File: config.mk
export PLATFORM = sky130hd
export DESIGN_NAME = octree_sram_arbiter_flat
export DESIGN_NICKNAME = d
export VERILOG_FILES = /design/src/rtl/octree_sram_pkg.sv /design/src/rtl/octree_sram_arbiter_if.sv /design/src/rtl/octree_rr_pick.sv /design/src/rtl/octree_sram_arbiter.sv /design/src/flat_wrapper.sv
export SDC_FILE = /design/constraint.sdc
export NUM_CORES = 1
export LEC_CHECK = 0
export ABC_CLOCK_PERIOD_IN_PS = 7300
export CORE_AREA = 2 2 173 175
export DETAILED_ROUTE_END_ITERATION = 6
export DIE_AREA = 0 0 175 177
export HOLD_SLACK_MARGIN = 0.03
export SLEW_MARGIN = 40
export SYNTH_ARGS = -nofsm -noshare
export SYNTH_HDL_FRONTEND = slang
export SYNTH_HIERARCHICAL = 1
export SYNTH_SLANG_ARGS = --single-unit
export TNS_END_PERCENT = 20
File: constraint.sdc
create_clock -name clk -period 7.3 [get_ports clk]
set_clock_uncertainty 0.15 [all_clocks]
set_input_delay 1.825 -clock clk [delete_from_list [all_inputs] [get_ports clk]]
set_output_delay 1.825 -clock clk [all_outputs]
set_load 0.005 [all_outputs]
File: src/rtl/octree_sram_pkg.sv
// Shared constants and the SRAM request record used by the Octree engines and the SRAM arbiter.
package octree_sram_pkg;
  localparam int ADDR_W     = 10;
  localparam int DATA_W     = 64;
  localparam int STAT_WIDTH = 16;

  typedef struct packed {
    logic              we;
    logic [ADDR_W-1:0] addr;
    logic [DATA_W-1:0] wdata;
  } sram_req_t;
endpackage

File: src/rtl/octree_sram_arbiter_if.sv
// Requester-side handshake plus SRAM-side bus of the Octree SRAM arbiter.
// master: engines/SRAM environment; slave: the arbiter.
interface octree_sram_arbiter_if
  import octree_sram_pkg::*;
#(
  parameter int NUM_REQ    = 3,
  parameter int ADDR_WIDTH = ADDR_W,
  parameter int DATA_WIDTH = DATA_W
);
  logic [NUM_REQ-1:0]            req_valid_i;
  logic [NUM_REQ-1:0]            req_ready_o;
  logic [NUM_REQ-1:0]            req_we_i;
  logic [NUM_REQ*ADDR_WIDTH-1:0] req_addr_i;
  logic [NUM_REQ*DATA_WIDTH-1:0] req_wdata_i;
  logic [NUM_REQ-1:0]            rsp_valid_o;
  logic [DATA_WIDTH-1:0]         rsp_rdata_o;
  logic                          sram_req_o;
  logic                          sram_we_o;
  logic [ADDR_WIDTH-1:0]         sram_addr_o;
  logic [DATA_WIDTH-1:0]         sram_wdata_o;
  logic [DATA_WIDTH-1:0]         sram_rdata_i;

  modport master (
    output req_valid_i, req_we_i, req_addr_i, req_wdata_i, sram_rdata_i,
    input  req_ready_o, rsp_valid_o, rsp_rdata_o,
    input  sram_req_o, sram_we_o, sram_addr_o, sram_wdata_o
  );

  modport slave (
    input  req_valid_i, req_we_i, req_addr_i, req_wdata_i, sram_rdata_i,
    output req_ready_o, rsp_valid_o, rsp_rdata_o,
    output sram_req_o, sram_we_o, sram_addr_o, sram_wdata_o
  );
endinterface

File: src/rtl/octree_rr_pick.sv
// Stateless round-robin picker: one-hot grant and binary index, rr_ptr has top priority.
// Latency: purely combinational; no backpressure of its own.
module octree_rr_pick #(
  parameter int NUM_REQ = 3,
  parameter int PW      = $clog2(NUM_REQ)
) (
  input  logic [NUM_REQ-1:0] valid,
  input  logic [PW-1:0]      rr_ptr,
  output logic [NUM_REQ-1:0] grant,
  output logic [PW-1:0]      idx
);
  int best;

  // Winner is the valid requester with the smallest rotational distance from rr_ptr.
  always_comb begin
    best = NUM_REQ;
    idx  = '0;
    for (int j = 0; j < NUM_REQ; j++) begin
      if (valid[j] && ((j + NUM_REQ - int'(rr_ptr)) % NUM_REQ) < best) begin
        best = (j + NUM_REQ - int'(rr_ptr)) % NUM_REQ;
        idx  = PW'(j);
      end
    end
  end

  assign grant = (best < NUM_REQ) ? (NUM_REQ'(1) << idx) : '0;
endmodule

File: src/rtl/octree_sram_arbiter.sv
// Round-robin share of one single-port SRAM among NUM_REQ engines; OCTREE_SRAM_ARB_STATS_EN adds grant/stall counters.
// Latency: grant combinational in cycle T, read response strobed in T+1 with unregistered SRAM data.
// Backpressure: requests wait on req_ready_o; responses cannot be held off.
module octree_sram_arbiter
  import octree_sram_pkg::*;
#(
  parameter int NUM_REQ    = 3,
  parameter int ADDR_WIDTH = ADDR_W,
  parameter int DATA_WIDTH = DATA_W
) (
  input  logic                          clk,
  input  logic                          rst_n,
`ifdef OCTREE_SRAM_ARB_STATS_EN
  input  logic                          stats_clr_i,
  output logic [NUM_REQ*STAT_WIDTH-1:0] grant_cnt_o,
  output logic [STAT_WIDTH-1:0]         stall_cnt_o,
`endif
  octree_sram_arbiter_if.slave          bus
);
  localparam int PW = $clog2(NUM_REQ);

  logic [NUM_REQ-1:0]    pick_grant;
  logic [NUM_REQ-1:0]    grant;
  logic [PW-1:0]         pick_idx;
  logic [PW-1:0]         rr_ptr;
  logic [PW-1:0]         rd_tag;
  logic                  rd_pend;
  logic                  grant_any;
  logic                  sel_we;
  logic [ADDR_WIDTH-1:0] sel_addr;
  logic [DATA_WIDTH-1:0] sel_wdata;

  octree_rr_pick #(.NUM_REQ(NUM_REQ), .PW(PW)) u_pick (
    .valid  (bus.req_valid_i),
    .rr_ptr (rr_ptr),
    .grant  (pick_grant),
    .idx    (pick_idx)
  );

  // Grants are suppressed while reset is held so the SRAM sees no stray access.
  assign grant     = rst_n ? pick_grant : '0;
  assign grant_any = |grant;

  always_comb begin
    sel_we    = 1'b0;
    sel_addr  = '0;
    sel_wdata = '0;
    for (int i = 0; i < NUM_REQ; i++) begin
      if (grant[i]) begin
        sel_we    = bus.req_we_i[i];
        sel_addr  = bus.req_addr_i[i*ADDR_WIDTH +: ADDR_WIDTH];
        sel_wdata = bus.req_wdata_i[i*DATA_WIDTH +: DATA_WIDTH];
      end
    end
  end

  assign bus.req_ready_o  = grant;
  assign bus.sram_req_o   = grant_any;
  assign bus.sram_we_o    = sel_we;
  assign bus.sram_addr_o  = sel_addr;
  assign bus.sram_wdata_o = sel_wdata;
  assign bus.rsp_rdata_o  = bus.sram_rdata_i;

  always_ff @(posedge clk or negedge rst_n) begin
    if (!rst_n) begin
      rr_ptr  <= '0;
      rd_pend <= 1'b0;
      rd_tag  <= '0;
    end else begin
      if (grant_any) begin
        rr_ptr <= (pick_idx == PW'(NUM_REQ - 1)) ? '0 : pick_idx + 1'b1;
      end
      rd_pend <= grant_any && !sel_we;
      if (grant_any && !sel_we) begin
        rd_tag <= pick_idx;
      end
    end
  end

  always_comb begin
    bus.rsp_valid_o = '0;
    for (int i = 0; i < NUM_REQ; i++) begin
      bus.rsp_valid_o[i] = rd_pend && (rd_tag == PW'(i));
    end
  end

`ifdef OCTREE_SRAM_ARB_STATS_EN
  logic stall;
  assign stall = |(bus.req_valid_i & ~grant);

  always_ff @(posedge clk or negedge rst_n) begin
    if (!rst_n) begin
      grant_cnt_o <= '0;
      stall_cnt_o <= '0;
    end else if (stats_clr_i) begin
      grant_cnt_o <= '0;
      stall_cnt_o <= '0;
    end else begin
      for (int i = 0; i < NUM_REQ; i++) begin
        if (grant[i] && grant_cnt_o[i*STAT_WIDTH +: STAT_WIDTH] != '1) begin
          grant_cnt_o[i*STAT_WIDTH +: STAT_WIDTH] <= grant_cnt_o[i*STAT_WIDTH +: STAT_WIDTH] + 1'b1;
        end
      end
      if (stall && stall_cnt_o != '1) begin
        stall_cnt_o <= stall_cnt_o + 1'b1;
      end
    end
  end
`endif
endmodule

File: src/flat_wrapper.sv
// flat-port wrapper written by rule: the top's interface ports become plain ports
module octree_sram_arbiter_flat import octree_sram_pkg::*;
#(
  parameter int NUM_REQ    = 3,
  parameter int ADDR_WIDTH = ADDR_W,
  parameter int DATA_WIDTH = DATA_W
)
  (clk, rst_n, bus_req_valid_i, bus_req_we_i, bus_req_addr_i, bus_req_wdata_i, bus_sram_rdata_i, bus_req_ready_o, bus_rsp_valid_o, bus_rsp_rdata_o, bus_sram_req_o, bus_sram_we_o, bus_sram_addr_o, bus_sram_wdata_o);
  octree_sram_arbiter_if #(.NUM_REQ(NUM_REQ), .ADDR_WIDTH(ADDR_WIDTH), .DATA_WIDTH(DATA_WIDTH)) bus_i ();
  input  logic clk;
  input  logic rst_n;
  input wire logic [$bits(bus_i.req_valid_i)-1:0] bus_req_valid_i;
  input wire logic [$bits(bus_i.req_we_i)-1:0] bus_req_we_i;
  input wire logic [$bits(bus_i.req_addr_i)-1:0] bus_req_addr_i;
  input wire logic [$bits(bus_i.req_wdata_i)-1:0] bus_req_wdata_i;
  input wire logic [$bits(bus_i.sram_rdata_i)-1:0] bus_sram_rdata_i;
  output wire logic [$bits(bus_i.req_ready_o)-1:0] bus_req_ready_o;
  output wire logic [$bits(bus_i.rsp_valid_o)-1:0] bus_rsp_valid_o;
  output wire logic [$bits(bus_i.rsp_rdata_o)-1:0] bus_rsp_rdata_o;
  output wire logic [$bits(bus_i.sram_req_o)-1:0] bus_sram_req_o;
  output wire logic [$bits(bus_i.sram_we_o)-1:0] bus_sram_we_o;
  output wire logic [$bits(bus_i.sram_addr_o)-1:0] bus_sram_addr_o;
  output wire logic [$bits(bus_i.sram_wdata_o)-1:0] bus_sram_wdata_o;
  assign bus_i.req_valid_i = bus_req_valid_i;
  assign bus_i.req_we_i = bus_req_we_i;
  assign bus_i.req_addr_i = bus_req_addr_i;
  assign bus_i.req_wdata_i = bus_req_wdata_i;
  assign bus_i.sram_rdata_i = bus_sram_rdata_i;
  assign bus_req_ready_o = bus_i.req_ready_o;
  assign bus_rsp_valid_o = bus_i.rsp_valid_o;
  assign bus_rsp_rdata_o = bus_i.rsp_rdata_o;
  assign bus_sram_req_o = bus_i.sram_req_o;
  assign bus_sram_we_o = bus_i.sram_we_o;
  assign bus_sram_addr_o = bus_i.sram_addr_o;
  assign bus_sram_wdata_o = bus_i.sram_wdata_o;
  octree_sram_arbiter #(.NUM_REQ(NUM_REQ), .ADDR_WIDTH(ADDR_WIDTH), .DATA_WIDTH(DATA_WIDTH)) u_core (.clk(clk), .rst_n(rst_n), .bus(bus_i));
endmodule
# == After elaboration in Yosys (flattened, before gate mapping) ==
# Index checks and enable logic that the tools add are counted.
# totals
regBits,5
input_bits,294
out_inout_bits,146
elab_cells,45
# classes
n_addsub,4
div,3
order_cmp,4
n_eq_ne,3
n_shift,1
muxes,17
n_reduce_logical,10
# op_table
cell,n
2-to-1 mux 64 bit,3
"modulo 32 x 3 -> 32 bit, second input constant",3
2-to-1 mux 32 bit,3
"< comparator 32 x 3 -> 1 bit, second input constant",2
< comparator 32 bit,2
2-to-1 mux 10 bit,3
"subtractor 3 x 2 -> 4 bit, first input constant",2
logical AND 1 bit,7
2-to-1 mux 3 bit,2
"equality test 2 bit, second input constant",2
2-to-1 mux 1 bit,4
2-to-1 mux 2 bit,2
OR reduction 3 bit,1
"left shift 1 x 2 -> 3 bit, first input constant",1
"subtractor 2 x 2 -> 3 bit, first input constant",1
"adder 2 x 1 -> 2 bit, second input constant",1
"equality test 2 x 1 -> 1 bit, second input constant",1
zero test 2 bit,1
zero test 1 bit,1

# == Depth between registers and ports, before layout ==
# logic_depth
ltp_word,19
depth_mapped,23
depth_no_buf,21

# == Cells and area by module ==
# Netlist, hierarchy kept.
# by_module_without_submodules
module,n_inst,cells_per_inst,area_each_um2,seq_area_each_um2
octree_sram_arbiter,1,347,2205.9,125.1
octree_rr_pick,1,102,803.3,0.0

# == Worst setup path after synthesis ==
# OpenSTA, ideal clock, no wires.
# synth_timing
path_kind,in2out
start,input port bus_req_valid_i[0]
end,output port bus_sram_addr_o[0]
arrival_time_ns,5.165
t_required_ns,5.325
path_slack_ns,0.160
stages,18
path_buffers,2
cell_sequence,nor2b_1 -> ha_1 -> nand4bb_2 -> o32ai_4 -> a32oi_2 -> o21bai_1 -> ha_1 -> nand3_1 -> o21ai_0 -> a2111oi_0 -> a22o_1 -> nor3_1 -> and2_1 -> and2b_1 -> buf_6 -> buf_6 -> a22oi_2 -> a21oi_1
# synth_via
elab_chain_cells,14
elab_cells_between_ends,17
classes_between,order compare: 3; shift: 1; mux: 10; reduce/logical: 3
# synth_rtl
element,line_no,text
"start, declared",flat_wrapper.sv:12,input wire logic [$bits(bus_i.req_valid_i)-1:0] bus_req_valid_i;
logical AND 1 bit (*),octree_rr_pick.sv:19,if (valid[j] && ((j + NUM_REQ - int'(rr_ptr)) % NUM_REQ) < best) begin
2-to-1 mux 32 bit (*),octree_rr_pick.sv:19,
< comparator 32 bit,octree_rr_pick.sv:19,
logical AND 1 bit,octree_rr_pick.sv:19,
2-to-1 mux 32 bit,octree_rr_pick.sv:19,
< comparator 32 bit,octree_rr_pick.sv:19,
logical AND 1 bit,octree_rr_pick.sv:19,
2-to-1 mux 32 bit or 2-to-1 mux 2 bit (tied branches),octree_rr_pick.sv:19,
< comparator 32 x 3 -> 1 bit or left shift 1 x 2 -> 3 bit (tied branches),octree_rr_pick.sv:26,assign grant = (best < NUM_REQ) ? (NUM_REQ'(1) << idx) : '0;
2-to-1 mux 3 bit (*),octree_rr_pick.sv:26,
via u_core.pick_grant[0],octree_sram_arbiter.sv:22,logic [NUM_REQ-1:0] pick_grant;
2-to-1 mux 3 bit (*),octree_sram_arbiter.sv:41,assign grant = rst_n ? pick_grant : '0;
via bus_req_ready_o[0],flat_wrapper.sv:17,output wire logic [$bits(bus_i.req_ready_o)-1:0] bus_req_ready_o;
2-to-1 mux 10 bit (*) (3 in a row),octree_sram_arbiter.sv:49,if (grant[i]) begin
"end, declared",flat_wrapper.sv:22,output wire logic [$bits(bus_i.sram_addr_o)-1:0] bus_sram_addr_o;
# The timed path passes the listed nets; every way through them passes the cells marked *.

# == Worst setup path in the final report ==
# layout_timing
start,input port bus_req_valid_i[0]
end,output port bus_sram_wdata_o[40]
# layout_via
elab_chain_cells,14
elab_cells_between_ends,17
classes_between,order compare: 3; shift: 1; mux: 10; reduce/logical: 3
# layout_rtl
element,line_no,text
logical AND 1 bit (*),octree_rr_pick.sv:19,
2-to-1 mux 32 bit (*),octree_rr_pick.sv:19,
< comparator 32 bit,octree_rr_pick.sv:19,
logical AND 1 bit,octree_rr_pick.sv:19,
2-to-1 mux 32 bit,octree_rr_pick.sv:19,
< comparator 32 bit,octree_rr_pick.sv:19,
logical AND 1 bit,octree_rr_pick.sv:19,
2-to-1 mux 32 bit or 2-to-1 mux 2 bit (tied branches),octree_rr_pick.sv:19,
< comparator 32 x 3 -> 1 bit or left shift 1 x 2 -> 3 bit (tied branches),octree_rr_pick.sv:26,
2-to-1 mux 3 bit (*),octree_rr_pick.sv:26,
via u_core.pick_grant[0],octree_sram_arbiter.sv:22,
2-to-1 mux 3 bit (*),octree_sram_arbiter.sv:41,
2-to-1 mux 64 bit (*) (3 in a row),octree_sram_arbiter.sv:49,
"end, declared",flat_wrapper.sv:23,output wire logic [$bits(bus_i.sram_wdata_o)-1:0] bus_sram_wdata_o;
# Marked as above.

==> run summary <==
Gr usage total - 12.0%
Top cells by area, synth - a22oi_1, buf_4, a21oi_1
Final min period - 7.51 ns
Initial antenna violation count - 0
Clock Latency Late Sink - 0.22 ns
Most used cell, CP - buf_6
Dpl cells - 1,118
Endpoints failing setup - 77
DRC - 0
Nets - 1,094
DPL Wire Length - 14,500 um
VDD IR max - 0.291 mV
Power Density - 662 nW/um^2
Req. time, crit path - 5.33 ns
Routed Antenna Nets - 0
Largest net degree at the start of global routing - 28
Sw power - 2.25 mW
Sequential Area - 125 sq um
Clk sinks - 5
Total grt overflow - 0
Status - complete, but fails checks
Initial Util - 10.3%
Period utilization - 103%
Crit Path Class - input port to output pin
Total power - 4.92 mW
Min-delay src - u_core/rd_tag[0]
FF-to-FF setup slack - 2.10 ns
Synth unique cells - 49
Post-DP Area - 6540 sq um
Finished Layout Cells - 1,167
Die height - 177 um
Die Area - 31,000 sq um
Net Sw Frac - 45.8%
CTS Hold Bufs - 0
Mapped cell area - 3010 sq um
Yosys warnings - 6
Clock power frac - 1.8%
P&R area growth vs syn - 147%
Cell depth of the worst flop-to-flop path - 23
Leak - 3.02 nW
Port Buffers - 311
Main synth FF type - dfrtp_1
Worst hold path stage count - 1
Worst Setup Start Kind - input port
Worst R2R Start - u_core/rr_ptr[0]
HP Class - flop to flop
Total routed wirelength - 20,100 um
Worst Hold End - u_core/rd_tag[0]
Root Driver - clkbuf_16
R2r endpoint - u_core/rd_tag[0]
TritonCTS clock tree - built
Synthesized flop and latch total - 5
Max Clock Freq - 0.133 GHz
Drt initial violations - 152
Most common cell after layout, fill and taps aside - clkdlybuf4s50_1
TNS Setup - -10.22 ns
Sequential-to-total area share from yosys stat - 4.16%
CTS Buffer Depth - 2
IO Pins - 440
Horiz. Die Dim - 175 um
Fin area - 7430 sq um
CP max-delay cell - ha_1
Row count - 63
Commonest non-fill, non-tap cells in the layout - clkdlybuf4s50_1, nor2_1, buf_2
Arr. time, crit path - 5.53 ns
Syn_nets - 765
Vias in the first global route - 4,756
CP cell instances - buf_6 -> nor2b_4 -> ha_4 -> nand4bb_4 -> o32ai_4 -> a32oi_2 -> buf_4 -> o21bai_1 -> ha_1 -> buf_4 -> nand4_1 -> nor2_2 -> a2111oi_2 -> a22o_1 -> buf_6 -> nor3_4 -> and2_4 -> and2b_4 -> buf_12 -> buf_6 -> buf_6 -> a22oi_2 -> a21oi_1 -> buf_2
Sequential power share - 1.1%
Failing checks - setup timing
Fraction of registers with async set/reset - 100%
H-tree depth - 1
Mapped Avg Cell Area - 6.70 sq um
Comb power frac - 97.1%
DR WL/cell - 17.2 um
TritonCTS buffer count - 3
Int Pwr - 2.67 mW
Largest area contributor in the synthesized netlist - a22oi_1
Synth top area share - 16.0%
GPL Wtd Cong - 0.850
Max_cap viols - 0
DRT Pass-1 Iters - 4
Hold Fails Final Rpt - 0
Largest stage delay on the critical path - 0.31 ns
Layout Utilization - 25.4%
Setup ws final - -0.208 ns
RSZ-0062 raised after global routing - yes
CP max FO - 6
Post-synth EDFFs - 0
Antenna diodes - 0
Area of the multi-input gates - 2590 sq um
Via count - 4,607
Post-synthesis instance total - 449
CORE AREA - 29,200 sq um
Share of cells above drive strength 1 - 38.2%
Vias/cell - 3.95
Slew headroom - 60.8%
Worst setup EP type - output pin
Slew @ Worst Pin - 0.586 ns
Crit path launch - bus_req_valid_i[0]
Clock Pin Slew Worst Setup and Hold Paths - 0.03 ns
Filler Cell Count - 3,170
Final slew viol count - 0
First-pass GRT wire length - 28,000 um
-- power groups by stage --
stage               registers (mW)  clock network [mW]  logic (mW)
floorplan                   0.0535                   0        1.84
detailed placement          0.0546                   0        4.30
global placement            0.0535                   0        4.30
global route                0.0568              0.0937        5.16
CTS                         0.0540              0.0908        4.71
finish                      0.0535              0.0895        4.77
-- logic make-up (layout without fill, tap and decap cells) --
family,Yosys count,in the layout,share of synthesized area [%]
compound gates,179,179,41.6
buf+inv,113,441,24.2
simple gates,126,126,19.4
mux,4,4,1.46
flops,5,5,4.16
fa+ha+maj,22,22,9.15
-- layer usage --
layer	track usage (%)	part of all wire, %	up-vias
met3	3.39	9.0	32
met5	0	0	-
li1	-	-	2231
met4	3.47	3.0	0
met2	20.4	47	264
met1	14.7	41	2080
-- registers in the layout, indices dropped and copies added, names as in the netlist --
name            cells
u_core/rd_tag       2
u_core/rr_ptr       2
u_core/rd_pend      1
-- worst max path at each step --
stage                           endpoint  slack [ns]  depth (start not counted)
floorplan             bus_sram_addr_o[0]        0.16                         18
global placement    bus_sram_wdata_o[50]       -1.05                         20
detailed placement  bus_sram_wdata_o[24]       -1.19                         20
CTS                   bus_sram_addr_o[9]       -0.28                         24
global route        bus_sram_wdata_o[46]       -0.51                         23
finish              bus_sram_wdata_o[40]       -0.21                         24
-- worst max-delay path: cells and delay by family --
family          cells  cell delay, ns
simple gates        7            1.20
compound gates      7            1.00
buf+inv             8            0.98
fa+ha+maj           2            0.48
-- Yosys cell counts, drive strengths merged (3+ instances only) --
library cell	count
a21oi	79
a22oi	74
buf	81
clkbuf	15
dfrtp	5
ha	22
inv	17
mux2	3
nand2	10
nand3	5
nand3b	3
nand4	4
nor2	80
nor2b	6
nor3	5
o21ai	7
o21bai	3
-- final cells by class --
| type | count | share of cell area (%) |
|---|---|---|
| multi-input cells | 331 | 34.9 |
| repair buffers | 420 | 54.9 |
| inverters | 17 | 0.859 |
| clock buffers | 4 | 1.06 |
| well taps | 390 | 6.57 |
| flip-flops and latches | 5 | 1.68 |
-- through the flow --
step / hold WS [ns] / setup slack (ns)
floorplan: 0.345 / 0.160
global placement: 0.375 / -1.05
detailed placement: 0.387 / -1.19
CTS: 0.397 / -0.282
global route: 0.434 / -0.513
finish: 0.397 / -0.208
-- repair_timing --
action / 4_1_cts / 5_1_grt
buffers inserted: 35 / 3
endpoints found under the hold margin: 0 / 0
resized for setup: 413 / 24
setup endpoints to repair: 79 / 78
pin swaps: 121 / 16
gates cloned: 11 / 0
No activity file was read; power rests on OpenSTA's default activity.
